**config.mk**
```make
export PLATFORM = sky130hd
export DESIGN_NAME = dmem_dump_reader
export DESIGN_NICKNAME = d
export VERILOG_FILES = /design/src/rtl/dmem_dump_pkg.sv /design/src/rtl/dmem_dump_fifo2.sv /design/src/rtl/dmem_dump_reader.sv
export SDC_FILE = /design/constraint.sdc
export NUM_CORES = 1
export LEC_CHECK = 0
export CAP_MARGIN = 30
export CORE_AREA = 4 4 153 155
export CTS_CLUSTER_DIAMETER = 100
export CTS_CLUSTER_SIZE = 40
export DETAILED_ROUTE_END_ITERATION = 7
export DIE_AREA = 0 0 157 159
export PLACE_DENSITY = 0.79
export SLEW_MARGIN = 10
export SYNTH_ARGS = -nofsm -noshare
export SYNTH_HDL_FRONTEND = slang
export SYNTH_SLANG_ARGS = --single-unit
```
**constraint.sdc**
```tcl
create_clock -name clk -period 4.6 [get_ports clk]
set_input_delay 1.38 -clock clk [delete_from_list [all_inputs] [get_ports clk]]
set_output_delay 1.38 -clock clk [all_outputs]
set_load 0.1 [all_outputs]
```
**src/rtl/dmem_dump_pkg.sv**
```systemverilog
// Shared types for the data-memory debug dump reader.
// Latency: n/a (types and constants only).
// Backpressure: n/a.
package dmem_dump_pkg;

    // Dump controller states
    typedef enum logic [1:0] {
        IDLE  = 2'd0,
        RUN   = 2'd1,
        DRAIN = 2'd2,
        FIN   = 2'd3
    } state_t;

    // Byte stride between consecutive words
    localparam int WORD_BYTES = 4;

    // One streamed beat: byte address, memory word, final-beat flag
    typedef struct packed {
        logic [31:0] addr;
        logic [31:0] data;
        logic        last;
    } beat_t;

endpackage

```
**src/rtl/dmem_dump_fifo2.sv**
```systemverilog
// Two-entry synchronous FIFO of dump beats with first-word-fall-through head.
// Latency: a pushed beat is visible on dout the cycle after the push.
// Backpressure: none internally; the producer must never push into a full FIFO (checked by assertion).
module dmem_dump_fifo2
    import dmem_dump_pkg::*;
(
    input  logic       clk,
    input  logic       rst,
    input  logic       push,
    input  logic       pop,
    input  logic       flush,
    input  beat_t      din,
    output beat_t      dout,
    output logic       vld,
    output logic [1:0] occ
);

    beat_t      mem_q [2];
    beat_t      mem_d [2];
    logic       wr_q, wr_d;
    logic       rd_q, rd_d;
    logic [1:0] occ_q, occ_d;
    logic       do_push, do_pop;

    // Flush wins over a same-cycle push or pop
    assign do_push = push & ~flush;
    assign do_pop  = pop & (occ_q != 2'd0) & ~flush;

    // Pointer, occupancy and storage update
    always_comb begin
        mem_d = mem_q;
        wr_d  = wr_q;
        rd_d  = rd_q;
        occ_d = occ_q;
        if (flush) begin
            wr_d  = 1'b0;
            rd_d  = 1'b0;
            occ_d = 2'd0;
        end else begin
            if (do_push) begin
                mem_d[wr_q] = din;
                wr_d        = ~wr_q;
            end
            if (do_pop) begin
                rd_d = ~rd_q;
            end
            occ_d = occ_q + {1'b0, do_push} - {1'b0, do_pop};
        end
    end

    // Register FIFO state
    always_ff @(posedge clk) begin
        if (rst) begin
            mem_q[0] <= '0;
            mem_q[1] <= '0;
            wr_q     <= 1'b0;
            rd_q     <= 1'b0;
            occ_q    <= 2'd0;
        end else begin
            mem_q <= mem_d;
            wr_q  <= wr_d;
            rd_q  <= rd_d;
            occ_q <= occ_d;
        end
    end

    assign dout = mem_q[rd_q];
    assign vld  = (occ_q != 2'd0);
    assign occ  = occ_q;

    a_no_overflow: assert property (@(posedge clk) disable iff (rst)
        !(do_push && !do_pop && occ_q == 2'd2));

endmodule

```
**src/rtl/dmem_dump_reader.sv**
```systemverilog
// Walks a word-aligned data-RAM region through debug port B and streams the words out.
// Latency: first beat valid 2 cycles after start; then up to 1 beat/cycle.
// Backpressure: dout_ready stalls reads; at most 2 words are outstanding (FIFO + in-flight).
module dmem_dump_reader
    import dmem_dump_pkg::*;
#(
    parameter int CNT_W = 16
) (
    input  logic             clk,
    input  logic             rst,
    input  logic             start,
    input  logic             abort,
    input  logic [31:0]      base_addr,
    input  logic [CNT_W-1:0] word_count,
    output logic [31:0]      A2,
    output logic [3:0]       WE2,
    output logic [31:0]      WD2,
    input  logic [31:0]      RD2,
    output logic             dout_valid,
    input  logic             dout_ready,
    output logic [31:0]      dout_data,
    output logic [31:0]      dout_addr,
    output logic             dout_last,
    output logic             busy,
    output logic             done,
    output logic             err
);

    state_t           state_q, state_d;
    logic [31:0]      addr_q, addr_d;
    logic [31:0]      a2_q, a2_d;
    logic [CNT_W-1:0] rem_q, rem_d;
    logic             infl_q, infl_d;
    logic             infl_last_q, infl_last_d;
    logic             err_q, err_d;
    logic             busy_q, busy_d;
    logic             done_q, done_d;

    beat_t            fifo_din, fifo_head;
    logic             fifo_vld;
    logic [1:0]       fifo_occ;
    logic             pop, push, flush, issue_room;
    logic [2:0]       level;

    // The read issued last cycle returns on RD2 now; it is captured with its address and last flag.
    assign pop        = fifo_vld & dout_ready;
    assign flush      = abort & ((state_q == RUN) | (state_q == DRAIN));
    assign push       = infl_q & ~flush;
    assign fifo_din   = '{addr: a2_q, data: RD2, last: infl_last_q};
    assign level      = {1'b0, fifo_occ} + {2'b00, infl_q} - {2'b00, pop};
    assign issue_room = (level < 3'd2);

    // Next-state and read-issue decisions; a valid start doubles as the first read issue
    always_comb begin
        state_d     = state_q;
        addr_d      = addr_q;
        a2_d        = a2_q;
        rem_d       = rem_q;
        infl_d      = 1'b0;
        infl_last_d = infl_last_q;
        err_d       = err_q;
        busy_d      = busy_q;
        done_d      = 1'b0;
        unique case (state_q)
            IDLE: begin
                if (start) begin
                    if (base_addr[1:0] != 2'b00) begin
                        err_d = 1'b1;
                    end else begin
                        err_d  = 1'b0;
                        busy_d = 1'b1;
                        if (word_count == '0) begin
                            state_d = FIN;
                            done_d  = 1'b1;
                        end else begin
                            a2_d        = base_addr;
                            addr_d      = base_addr + 32'(WORD_BYTES);
                            rem_d       = word_count - CNT_W'(1);
                            infl_d      = 1'b1;
                            infl_last_d = (word_count == CNT_W'(1));
                            state_d     = (word_count == CNT_W'(1)) ? DRAIN : RUN;
                        end
                    end
                end
            end
            RUN: begin
                if (abort) begin
                    state_d = IDLE;
                    busy_d  = 1'b0;
                end else if ((rem_q != '0) && issue_room) begin
                    a2_d        = addr_q;
                    addr_d      = addr_q + 32'(WORD_BYTES);
                    rem_d       = rem_q - CNT_W'(1);
                    infl_d      = 1'b1;
                    infl_last_d = (rem_q == CNT_W'(1));
                    if (rem_q == CNT_W'(1)) begin
                        state_d = DRAIN;
                    end
                end
            end
            DRAIN: begin
                if (abort) begin
                    state_d = IDLE;
                    busy_d  = 1'b0;
                end else if (pop && fifo_head.last) begin
                    state_d = FIN;
                    done_d  = 1'b1;
                end
            end
            FIN: begin
                state_d = IDLE;
                busy_d  = 1'b0;
            end
            default: begin
                state_d = IDLE;
                busy_d  = 1'b0;
            end
        endcase
    end

    // Controller state and registered outputs
    always_ff @(posedge clk) begin
        if (rst) begin
            state_q     <= IDLE;
            addr_q      <= '0;
            a2_q        <= '0;
            rem_q       <= '0;
            infl_q      <= 1'b0;
            infl_last_q <= 1'b0;
            err_q       <= 1'b0;
            busy_q      <= 1'b0;
            done_q      <= 1'b0;
        end else begin
            state_q     <= state_d;
            addr_q      <= addr_d;
            a2_q        <= a2_d;
            rem_q       <= rem_d;
            infl_q      <= infl_d;
            infl_last_q <= infl_last_d;
            err_q       <= err_d;
            busy_q      <= busy_d;
            done_q      <= done_d;
        end
    end

    dmem_dump_fifo2 u_fifo (
        .clk   (clk),
        .rst   (rst),
        .push  (push),
        .pop   (pop),
        .flush (flush),
        .din   (fifo_din),
        .dout  (fifo_head),
        .vld   (fifo_vld),
        .occ   (fifo_occ)
    );

    // Port B is read-only from this block
    assign A2         = a2_q;
    assign WE2        = 4'b0000;
    assign WD2        = 32'd0;
    assign dout_valid = fifo_vld;
    assign dout_data  = fifo_head.data;
    assign dout_addr  = fifo_head.addr;
    assign dout_last  = fifo_head.last;
    assign busy       = busy_q;
    assign done       = done_q;
    assign err        = err_q;

endmodule

```
==> flow_results.org <==
** Detailed routing
- Average via count per standard cell :: 5.79
- Total iterations of the first detailed-routing run :: 6
- Average wire length per cell after detail routing :: 17.3 µm
- The routed design uses 2.43 mm of met3 wire.
- Highest routing layer actually used :: met4
- Summed over all nets, wire length on met2 after detailed routing comes to 15.0 mm.
- The first routing iteration left 835 violations.
- Total number of vias :: 10600
- After detailed routing, the number of remaining DRC violations is 0.
- In the final routing, the length of wire on met1 measures 13.6 mm.
- Post-detailed-route count of antenna-violating nets :: 0
- Final Routed Wirelength :: 31.7 mm

** Cells and area
- After routing the design area is 13500 µm².
- Number of nets in the layout :: ~1600
- Top library cells by usage in the layout, fill and taps aside :: 344 x sky130_fd_sc_hd__nand2_1, 220 x sky130_fd_sc_hd__dfxtp_1, 188 x sky130_fd_sc_hd__a21oi_1, 119 x sky130_fd_sc_hd__clkdlybuf4s50_1, 87 x sky130_fd_sc_hd__buf_4
- Share of final-layout standard cells stronger than drive strength 1 :: 0.131
- Most common cell after layout, fill and taps aside :: sky130_fd_sc_hd__nand2_1
- Fillcell total :: 1930
- The area growth from synthesis to layout is 19.7%.
- Total inserted antenna cells :: 0

** GRT
- Largest net degree at the start of global routing :: 115
- Number of antenna violations at the first check in global routing :: 0
- Across every metal layer, demand over resource in global routing totals 0.235.
- Global-route wire length before repair :: 49.9 mm
- The via count of the first global-routing pass is 9959.
- Global routing finished with a remaining overflow of 0.

** Clock tree
- Clock latency reported for the late side of the worst-skew pair :: 0.48 ns
- Hold repair after CTS inserted 0 buffers.
- TritonCTS clock tree :: built
- Counting every sink on the clock net gives 221.
- CTS built an H-tree with a depth of 1.
- The longest clock path from root to sink contains 3 buffers.
- The tree is rooted in a sky130_fd_sc_hd__clkbuf_16.
- After clock tree synthesis, the repair step resized 0 gates.
- Post-CTS timing repair inserted 0 buffers for setup.
- Buffers inserted during clock tree synthesis total 10.
- After clock tree synthesis, the clock-pin slew on the worst setup and hold paths is 0.14 ns.

** Logic synthesis
- Warnings from Yosys :: 0
- In this run, synthesis inferred 0 flip-flops with an integrated enable.
- FF+latch count, synth :: 221
- Count of mapped cells out of synthesis :: 1418
- After synthesis, the share of flip-flops with an asynchronous set or reset is 0.
- Of the synthesized area, sequential elements account for 0.392.
- Post-synthesis instance area :: 11300 µm²
- Netlist cell types :: 75
- After synthesis, the mean cell area works out to 7.96 µm².
- Top_reg_cell synth :: sky130_fd_sc_hd__dfxtp_1

** STA
- Maximum clock skew at final layout :: 0.0235 ns
- After routing, the total negative slack on setup checks comes to 0 ns.
- In the finished design, the share of the clock period the worst path needs comes to 0.867.
- Static timing analysis puts the maximum clock frequency at 0.251 GHz.
- Worst hold slack :: 0.460 ns
- Final hold violation count :: 0
- RSZ-0062 raised after global routing :: no
- Worst Max-Slew Pin Slew :: 1.03 ns
- Measured against its own limit, the worst slew margin works out to 0.310.
- The worst path needs ~4.0 ns of the cycle, external delays included.
- The number of slew-limit violations in the final report is 0.
- Count of endpoints failing setup in the final report :: 0

** Die
- In this run the count of I/O pins placed on the die edge is 222.
- The die is 157 µm wide.
- Count of standard-cell rows :: 54
- For this configuration, the core starts out at a cell density of 0.517.
- The floorplan step defined a die boundary enclosing 25000 µm².
- The core region is 21800 µm².
- Measured along the y axis, the die boundary spans approximately 160 µm.

** Pwr
- IR analysis of the VDD net gives a maximum drop of between 300 and 400 µV.
- Of the total power, the share spent switching nets is 0.497.
- The internal power of the cells totals 3990 µW.
- Dividing total power by cell area gives a power density of about 600 nW/µm².
- Of the total power, the clock network draws 0.144.
- Overall power :: 7930 µW
- The share of total power dissipated in combinational logic is 0.530.
- Static leakage :: 0.00475 µW
- Switch Pwr :: 3940 µW
- Of the total power, registers draw 0.326.

** Setup path
- Slowest cell on the critical path :: sky130_fd_sc_hd__clkdlybuf4s50_1
- In this design, the largest share of critical-path delay is due to simple AND/OR/NAND/NOR gates.
- Required time of the critical path :: 5.02 ns
- Crit start category :: input port
- Total buffers and inverters traversed by the critical path :: 2
- Traced cell by cell, the critical path runs through clkdlybuf4s50_1 -> o21a_1 -> ha_1 -> nand2b_1 -> fa_1 -> xnor2_1 -> and4_1 -> a22oi_4 -> or2_1 -> buf_12 -> or4_1 -> a31oi_1.
- In this run the worst path has a maximum fanout of 24.
- The largest single stage delay on the critical path is roughly 0.5 ns.
- Arrival time at the worst endpoint :: about 4.4 ns
- STA classifies the critical path endpoint as a register.
- The worst setup path is of the input port to register kind.

** Place
- The congestion estimate from routability-driven global placement came to just over 0.9.
- PortBufs :: 185
- After legalization and detailed placement, the total HPWL measured about 22 mm.
- Placed instance area :: 13200 µm²

** Flow run
- The tool flagged a number of max-cap violations equal to 0.

** Status
- Outcome :: complete, no violations

** Min path
- The min-delay analysis places its worst path in the category register to register.
## layout make-up
class / count / area [µm²] / area share
Clock inverter: 4 / 75.1 / 0.00556
Tap cell: 280 / 350 / 0.0259
Multi-Input combinational cell: 1076 / 6240 / 0.462
Sequential cell: 221 / 4430 / 0.328
Inverter: 19 / 71.3 / 0.00528
Clock buffer: 11 / 275 / 0.0204
Timing Repair Buffer: 217 / 2070 / 0.153
## power by group through the flow
stage	Clock (µW)	Combinational, µW	Sequential [µW]
CTS	1170	4190	2580
finish	1140	4200	2580
global route	1230	4510	2630
floorplan	0	2650	3070
detailed placement	0	4180	2620
global placement	0	4090	2610
## worst min-delay path, stage by stage (launching register included)
cell and delay (ns):
sky130_fd_sc_hd__dfxtp_1 0.33, sky130_fd_sc_hd__nand2_1 0.05, sky130_fd_sc_hd__a21oi_1 0.05
## state kept, by name, indices dropped and copies added (netlist names), 2 cells and up
signal / cells
addr_q: 32
u_fifo.mem_q: 130
state_q: 2
u_fifo.occ: 2
rem_q: 16
A2: 32
## worst paths after layout
path                                                   start                            to  slack (ns)  cells after the start
worst min-delay path            u_fifo.mem_q[6]$_SDFFE_PP0P_  u_fifo.mem_q[6]$_SDFFE_PP0P_        0.46                      2
worst max register to register       state_q[0]$_SDFFE_PP0P_       addr_q[28]$_SDFFE_PP0P_        1.15                      9
worst min register to register  u_fifo.mem_q[6]$_SDFFE_PP0P_  u_fifo.mem_q[6]$_SDFFE_PP0P_        0.46                      2
worst max-delay path                              dout_ready       addr_q[22]$_SDFFE_PP0P_        0.61                     12
## stage by stage
step                       util  setup WS (ns)  instances
after floorplan               -          0.754       1453
after global placement    0.600          0.122       1811
after detailed placement  0.603         0.0903       1813
after CTS                 0.619          0.603       1828
after global routing      0.619          0.415       1828
final                     0.619          0.611       1828
## cell usage after synthesis, drive strengths merged (8+ instances only)
cell | n | area (µm²)
nand2 | 345 | 1290
dfxtp | 221 | 4420
a21oi | 189 | 950
clkbuf | 70 | 264
buf | 67 | 448
mux2 | 67 | 754
nor2 | 60 | 228
a211oi | 36 | 270
nand3 | 35 | 193
o21ai | 23 | 115
nand4 | 21 | 131
a31oi | 19 | 119
inv | 18 | 67.6
nor3 | 18 | 95.1
xnor2 | 15 | 131
o211ai | 14 | 105
mux2i | 13 | 130
nor2b | 13 | 81.3
ha | 12 | 150
nand3b | 12 | 90.1
a22oi | 10 | 98.8
o22ai | 10 | 62.6
o2111ai | 9 | 78.8
and2 | 8 | 50.1
nand4b | 8 | 70.1
nor4 | 8 | 77.6
## kinds of logic (layout without fill, tap and decap cells)
group                    Yosys count  in the layout  synth area share
flip-flops                       221            221             0.392
AND/OR/NAND/NOR                  566            566             0.229
other                              1             36          0.000332
multiplexers                      80             80            0.0784
adder cells (fa/ha/maj)           13             13            0.0151
AO/OA/AOI/OAI                    360            360             0.199
buffers and inverters            156            251            0.0694
XOR/XNOR                          21             21            0.0163
## metal layers
metal  vias to the layer above  global-route usage
li1                       5193                   -
met1                      4934               0.321
met2                       411               0.393
met3                        45              0.0313
met4                         0              0.0600
met5                         -                   0
Power figures use the tool's default switching activity.
